**src/rtl/v74x_pkg.sv**
```systemverilog
// Shared definitions for the v74x148 sequential priority encoder.
// Holds the FSM state encoding and the default request/code widths.
package v74x_pkg;
  localparam int N_DEF = 8;
  localparam int W_DEF = 3;

  typedef enum logic {
    ST_IDLE = 1'b0,
    ST_HOLD = 1'b1
  } state_t;
endpackage

```
**src/rtl/v74x148_seq_encoder_prio_enc.sv**
```systemverilog
// Combinational priority encoder: highest set bit of i_in wins.
// Also produces the one-hot mask of the winning bit for clearing.
module prio_enc_comb
  import v74x_pkg::*;
#(
  parameter int N = N_DEF,
  parameter int W = W_DEF
) (
  input  logic [N-1:0] i_in,
  output logic [W-1:0] o_idx,
  output logic         o_any,
  output logic [N-1:0] o_onehot
);

  always_comb begin
    o_idx = '0;
    for (int i = 0; i < N; i++) begin
      if (i_in[i]) o_idx = W'(i);
    end
  end

  assign o_any    = |i_in;
  assign o_onehot = o_any ? (N'(1) << o_idx) : '0;

endmodule

```
**src/rtl/v74x148_seq_encoder.sv**
```systemverilog
// Registered priority encoder with falling-edge request capture and
// a VALID/ACK handshake on the presented code.
module v74x148_seq_encoder
  import v74x_pkg::*;
#(
  parameter int N = N_DEF,
  parameter int W = W_DEF
) (
  input  logic         clk,
  input  logic         reset,
  input  logic         G_L,
  input  logic [N-1:0] I_L,
  input  logic         ACK,
  output logic [W-1:0] A,
  output logic         VALID,
  output logic         PEND,
  output logic         OVF
);

  state_t         r_state;
  state_t         w_state_nxt;
  logic [N-1:0]   r_prev_i_l;
  logic [N-1:0]   r_pending;
  logic [W-1:0]   r_a;
  logic           r_valid;
  logic           r_ovf;

  logic [N-1:0]   w_rise;
  logic [N-1:0]   w_clr;
  logic [N-1:0]   w_onehot;
  logic [N-1:0]   w_pending_nxt;
  logic [W-1:0]   w_idx;
  logic           w_any;
  logic           w_load;
  logic [W-1:0]   w_a_nxt;
  logic           w_valid_nxt;

  prio_enc_comb #(.N(N), .W(W)) u_prio (
    .i_in     (r_pending),
    .o_idx    (w_idx),
    .o_any    (w_any),
    .o_onehot (w_onehot)
  );

  assign w_rise = r_prev_i_l & ~I_L;
  assign w_clr  = w_load ? w_onehot : '0;
  // A fresh rise on the granted bit re-arms it: set beats clear.
  assign w_pending_nxt = (r_pending & ~w_clr) | w_rise;

  always_comb begin
    w_state_nxt = r_state;
    w_a_nxt     = r_a;
    w_valid_nxt = r_valid;
    w_load      = 1'b0;
    case (r_state)
      ST_IDLE: begin
        if (!G_L && w_any) begin
          w_load      = 1'b1;
          w_a_nxt     = w_idx;
          w_valid_nxt = 1'b1;
          w_state_nxt = ST_HOLD;
        end
      end
      ST_HOLD: begin
        if (ACK) begin
          w_valid_nxt = 1'b0;
          w_state_nxt = ST_IDLE;
        end
      end
      default: begin
        w_valid_nxt = 1'b0;
        w_state_nxt = ST_IDLE;
      end
    endcase
  end

  always_ff @(posedge clk) begin
    if (reset) begin
      r_state    <= ST_IDLE;
      r_prev_i_l <= '1;
      r_pending  <= '0;
      r_a        <= '0;
      r_valid    <= 1'b0;
      r_ovf      <= 1'b0;
    end else begin
      r_state    <= w_state_nxt;
      r_prev_i_l <= I_L;
      r_pending  <= w_pending_nxt;
      r_a        <= w_a_nxt;
      r_valid    <= w_valid_nxt;
      r_ovf      <= r_ovf | (|(w_rise & r_pending & ~w_clr));
    end
  end

  assign A     = r_a;
  assign VALID = r_valid;
  assign PEND  = |r_pending;
  assign OVF   = r_ovf;

endmodule
```
**config.mk**
```make
export PLATFORM = sky130hd
export DESIGN_NAME = v74x148_seq_encoder
export DESIGN_NICKNAME = d
export VERILOG_FILES = /design/src/rtl/v74x_pkg.sv /design/src/rtl/v74x148_seq_encoder_prio_enc.sv /design/src/rtl/v74x148_seq_encoder.sv
export SDC_FILE = /design/constraint.sdc
export NUM_CORES = 1
export LEC_CHECK = 0
export ABC_AREA = 0
export BUFFER_PORTS_ARGS = -buffer_cell sky130_fd_sc_hd__clkbuf_2
export CORE_ASPECT_RATIO = 0.9
export CORE_MARGIN = 3
export CORE_UTILIZATION = 45
export CTS_CLUSTER_DIAMETER = 30
export DETAILED_ROUTE_END_ITERATION = 12
export GPL_TIMING_DRIVEN = 1
export PLACE_DENSITY = 0.72
export SLEW_MARGIN = 10
export SYNTH_ARGS = -nofsm -noshare
export SYNTH_HDL_FRONTEND = slang
export SYNTH_SLANG_ARGS = --single-unit
```
**constraint.sdc**
```tcl
create_clock -name clk -period 2.9 [get_ports clk]
set_input_delay 0.435 -clock clk [delete_from_list [all_inputs] [get_ports clk]]
set_output_delay 0.435 -clock clk [all_outputs]
set_load 0.03 [all_outputs]
```
==> results.cfg, run 1 <==
[route]
drt-total-wl_um = 1808
first_iter_violations = 8
antenna_left = 0
vias_per_cell = 5.379
drc = 0
wl_per_cell_um = 12.47
dr.pass1.iters = 4
via_count = 780

[logic_synthesis]
synth_flop_cell = dfxtp_1
ys_async_sr_fraction_pct = 0
yosysUniqueCellTypes = 28
syn_avg_cell_area_um2 = 8.831
ys_ff_latch = 22
syn_nets = 116
netlist_instances = 104
ys_seq_area_share_pct = 47.96
yosys_warnings = 0
netlist_area_um2 = 918.4
synth_edf_count = 0

[global_routing]
grt_usage_pct = 15.56
grt_pass1_wl_um = 3042
overflow = 0
grt_max_degree = 23
antenna_found_initial = 0
grt_pass1_vias = 669

[worst_setup_path]
path_depth = 3
worstPathMaxFanout = 7
crit_chain = nor4_4 > nand2_1 > clkbuf_2
cp-start-kind = flip-flop
worst_r2r_endpoint = OVF$_SDFF_PP0_
r2r-start = r_pending[5]$_SDFF_PP0_
crit_family = simple AND/OR/NAND/NOR gates
startpoint = r_pending[5]$_SDFF_PP0_
rr_worst_depth = 4
critPathArrivalTime_ns = 1.48
worstPathRequired_ns = 2.47
critPathKind = flip-flop to output pin
critPathCaptureType = output pin
reg2reg_slack_ns = 1.32
path_buf_inv = 1
slowest_stage = nor4_4
slowest_delay_ns = 0.47

[finish]
stdcell_count = 145
drive_gt1_share_pct = 26.45
design_area_um2 = 1045
nets = 135
area_growth_pct = 13.76
nFillCells = 172
antennaDiodeCount = 0

[placement]
pre_cts_slack_ns = 1.269
post-place-cells = 142
portBuffers = 17
post_dp_cell_area_um2 = 1022
dp_hpwl_um = 1333
gp_congestion = 0.8988

[sta]
slew_headroom_pct = 72.49
finalCritPeriodShare_pct = 66.17
skew_ns = 0.01083
max_freq_mhz = 521.1
worst_slack_ns = 0.9810
final-hold-violation-count = 0
setup_tns_ns = 0
setup_viol = 0
period_needed_ns = 1.919
hold_slack_ns = 0.3154
worst_pin_slew_ns = 0.4096
rsz0062_at_grt = no
drv_slew = 0

[clocking]
clock-sinks = 22
cts_resized = 0
path_clk_slew_ns = 0.12
ctsHoldBuffers = 0
post_cts_buffers = 0
cts_max_path_buffers = 2
clock_latency_ns = 0.31
root_buffer = clkbuf_4
numCtsBuffers = 3
h-tree-depth = 1
cts_tree = built

[die]
die_w_um = 53.62
die_area_um2 = 2620
ios = 18
chipHeight_um = 48.86
rows = 14
fp.coreArea_um2 = 1804
start_util_pct = 50.90

[min_path]
holdPathStages = 2
min_from = I_L[7]
hold_class = input pin to flip-flop
hold_end = r_prev_i_l[7]$_SDFF_PP1_

[power]
p_per_area_nw_per_um2 = 575.0
vdd_drop_max_uv = 313.5
power.leakage_nw = 0.4287

[run]
drv_cap = 0

[run_status]
status = completed
[state kept, by name, indices dropped and copies added, names as in the netlist]
register	cells
r_prev_i_l	8
A	3
r_state	1
VALID	1
r_pending	8
OVF	1
[through the flow]
| stage | total power, mW | utilization [%] |
|---|---|---|
| finish | 0.6007 | 57.91 |
| global route | 0.6372 | 57.91 |
| CTS | 0.6074 | 57.91 |
| detailed placement | 0.4728 | 56.66 |
| global placement | 0.4696 | 56.66 |
| floorplan | 0.4383 | - |
[logic make-up after synthesis]
kind of cell           Yosys count  synth area share, %
DFF                             22                47.96
buffers and inverters           10                4.088
AOI/OAI and AO/OA               28                21.26
and+or+nand+nor                 44                26.70
[layout make-up]
cell class	count	area, µm²	share of cell area [%]
sequential	22	440.4	42.16
clock buffer	3	22.52	2.156
inverter	7	26.28	2.515
tap	24	30.03	2.874
timing repair buffer	17	85.08	8.144
multi-input combinational	72	440.4	42.16
[Yosys cell counts, types with 2 or more instances]
cell,instances,area share [%]
a211oi_1,3,2.5
a21oi_1,10,5.4
a311oi_1,2,1.9
clkbuf_1,3,1.2
dfxtp_1,22,48
inv_1,7,2.9
nand2_1,4,1.6
nand2b_1,4,2.7
nand3_1,3,1.6
nor2_1,14,5.7
nor2b_1,3,2.0
nor3_1,3,1.6
o21ai_0,4,2.2
or2_2,8,5.4
[report_power, final]
part,internal [mW],leakage (nW),switching [mW]
clock network,0.0485,0.0138,0.0862
registers,0.326,0.183,0.0242
logic,0.0469,0.231,0.0684
total,0.422,0.429,0.179
[metal layers]
layer  share of wire (%)  GRT usage, %
met5                   0             0
met4                0.55         3.830
met3                 5.6         6.422
met2                  47         22.86
met1                  47         20.86
[how the worst max path moves through the flow]
stage	to
global route	PEND
detailed placement	A[1]$_SDFFE_PP0P_
CTS	PEND
global placement	PEND
floorplan	PEND
finish	PEND
[cell usage in the layout (no fill, tap or decap), drive strengths merged]
cell      n
nor3      3
o21ai     4
a21o      1
o31ai     1
nand2     4
nand2b    4
o41ai     1
nor2     14
nand3b    1
a311oi    2
nor4      3
o2111ai   1
a211oi    3
o221ai    1
inv       7
or2       8
dfxtp    22
a21oi    10
clkbuf   20
a21boi    1
a2bb2oi   1
nor2b     3
nand3     3
o21a      1
nand4     1
a41oi     1
Note: power is estimated with default switching activity, not from simulation.
==> inputs of run 2 (changes only) <==
Settings changed: ABC_AREA 0 to 1.
Clock period 2.9 ns to 1.8 ns, I/O delays scaled along.
==> run 2 against run 1 <==
Sequential power up 58%. Critical endpoint unchanged. Clock power rose by 100%. Largest power group unchanged. Wire length grew 13%.
==> results.cfg, run 2 <==
[finish]
antennaDiodeCount = 0
nFillCells = 194
final_common_cell = nand2_1
final_cell_mix = nand2_1 (34), dfxtp_1 (22), inv_1 (21), nor2_1 (19), clkbuf_2 (17)
fin_util_pct = 56.57
drive_gt1_share_pct = 21.38
area_growth_pct = 16.32
nets = 172

[clocking]
h-tree-depth = 1
cts_max_path_buffers = 2
clock-sinks = 22
post_cts_buffers = 0
path_clk_slew_ns = 0.12
root_buffer = clkbuf_4
clock_latency_ns = 0.31
numCtsBuffers = 3
cts_resized = 0
cts_tree = built
ctsHoldBuffers = 0

[die]
ios = 18
rows = 15
die_area_um2 = 2720
chipHeight_um = 49.78
die_w_um = 54.65
start_util_pct = 48.63
fp.coreArea_um2 = 1971

[placement]
portBuffers = 17
dp_hpwl_um = 1527
gp_congestion = 0.8839

[worst_setup_path]
reg2reg_slack_ns = 0.36
r2r-start = r_state$_SDFF_PP0_
critPathKind = flip-flop to output pin
critPathCaptureType = output pin
critPathArrivalTime_ns = 1.30
worstPathRequired_ns = 1.53
worstPathMaxFanout = 4
worst_r2r_endpoint = OVF$_SDFF_PP0_
rr_worst_depth = 8
cp-start-kind = flip-flop

[logic_synthesis]
yosys_warnings = 0
synthTopCellsByCount = nand2_1 (34), dfxtp_1 (22), inv_1 (21), nor2_1 (19), a21oi_1 (12)
netlist_area_um2 = 958.4
synthTopCellsByArea = dfxtp_1 (46%), nand2_1 (13%), inv_1 (8.2%), nor2_1 (7.4%), a21oi_1 (6.3%)
ys_seq_area_share_pct = 45.95
ys_async_sr_fraction_pct = 0
synth_most_common_cell = nand2_1
synth_flop_cell = dfxtp_1
synth_top_area_cell = dfxtp_1
netlist_instances = 138
syn_avg_cell_area_um2 = 6.945
synth_edf_count = 0
syn_nets = 150
yosysUniqueCellTypes = 21
ys_ff_latch = 22
synth_top_cell_area_share_pct = 45.95

[min_path]
holdPathStages = 3
hold_class = input pin to flip-flop
min_from = I_L[2]
hold_end = r_prev_i_l[2]$_SDFF_PP1_

[run]
drv_cap = 0

[power]
p_total_mw = 1.035
p_per_area_nw_per_um2 = 928.5
power.leakage_nw = 0.5830
vdd_drop_max_uv = 640.8

[sta]
hold_slack_ns = 0.1407
drv_slew = 0
rsz0062_at_grt = no
slew_headroom_pct = 75.94
finalCritPeriodShare_pct = 87.30
max_freq_mhz = 636.3
setup_tns_ns = 0
skew_ns = 0.007165
period_needed_ns = 1.571
final-hold-violation-count = 0
setup_viol = 0
worst_pin_slew_ns = 0.3596

[global_routing]
grt_pass1_vias = 868
grt_usage_pct = 18.03
grt_pass1_wl_um = 3622
overflow = 0
antenna_found_initial = 0
grt_max_degree = 13

[route]
first_iter_violations = 20
drt-total-wl_um = 2048
antenna_left = 0
vias_per_cell = 4.924
drc = 0
wl_per_cell_um = 11.13
dr.pass1.iters = 4
via_count = 906

[run_status]
status = completed
[run 2: cell count changes in the layout (fill, tap and decap cells not counted), moves of 2 or more]
| cell | change |
|---|---|
| inv_1 | +14 |
| a211oi_1 | -3 |
| inv_2 | +4 |
| a311oi_1 | -2 |
| nor2_1 | +5 |
| nand3_2 | +2 |
| nand2b_1 | -4 |
| nand3_1 | +5 |
| nand2_1 | +30 |
| nor3_1 | -3 |
| nor2b_1 | -3 |
| a21oi_1 | +2 |
| or2_2 | -7 |
[run 2: per-layer routing]
metal  wire length [µm]  track usage (%)  vias up  part of all wire (%)
met4                 14            4.979        0                  0.68
met2                980            29.33       23                    48
met1                925            22.39      414                    45
met3                126            5.438        2                   6.2
li1                   -                -      467                     -
met5                  0                0        -                     0
[run 2: how the worst max path moves through the flow]
stage | endpoint | start | slack, ns | cells past startpoint
4_1_cts | PEND | r_pending[7]$_SDFF_PP0_ | 0.24 | 5
6_report | PEND | r_pending[7]$_SDFF_PP0_ | 0.23 | 5
3_5_place_dp | OVF$_SDFF_PP0_ | G_L | 0.38 | 9
5_1_grt | PEND | r_pending[5]$_SDFF_PP0_ | 0.12 | 5
2_1_floorplan | A[0]$_SDFFE_PP0P_ | r_pending[5]$_SDFF_PP0_ | 0.47 | 8
3_3_place_gp | OVF$_SDFF_PP0_ | G_L | 0.43 | 9
[run 2: cell type report]
class / count / area, µm² / share of cell area [%]
clock buffer: 4 / 36.28 / 3.255
multi-input combinational: 89 / 416.7 / 37.37
timing repair buffer: 18 / 92.59 / 8.305
tap: 25 / 31.28 / 2.806
sequential: 22 / 440.4 / 39.51
inverter: 26 / 97.59 / 8.754
[run 2: kinds of logic (layout without fill, tap and decap cells)]
logic type      Yosys count  after routing  synth area share (%)
simple gates             67             67                 29.64
buf+inv                  27             48                 10.57
compound gates           22             22                 13.84
flops                    22             22                 45.95
[run 2: worst max-delay path, stage by stage (launching register included)]
cell,delay [ns]
dfxtp_1,0.39
nor2_2,0.17
nand2_1,0.09
inv_2,0.07
nand3_2,0.08
clkbuf_2,0.20
[run 2: where the power goes]
group	internal, mW	switching, mW
Sequential	0.526	0.0285
Clock	0.123	0.148
Combinational	0.0712	0.139
[run 2: through the flow]
step / cell area [µm²] / setup WS (ns) / instances
4_1_cts: 1115 / 0.2353 / 184
3_5_place_dp: 1079 / 0.3804 / 180
2_1_floorplan: 958.4 / 0.4686 / 138
6_report: 1115 / 0.2285 / 184
3_3_place_gp: 1079 / 0.4308 / 180
5_1_grt: 1115 / 0.1152 / 184
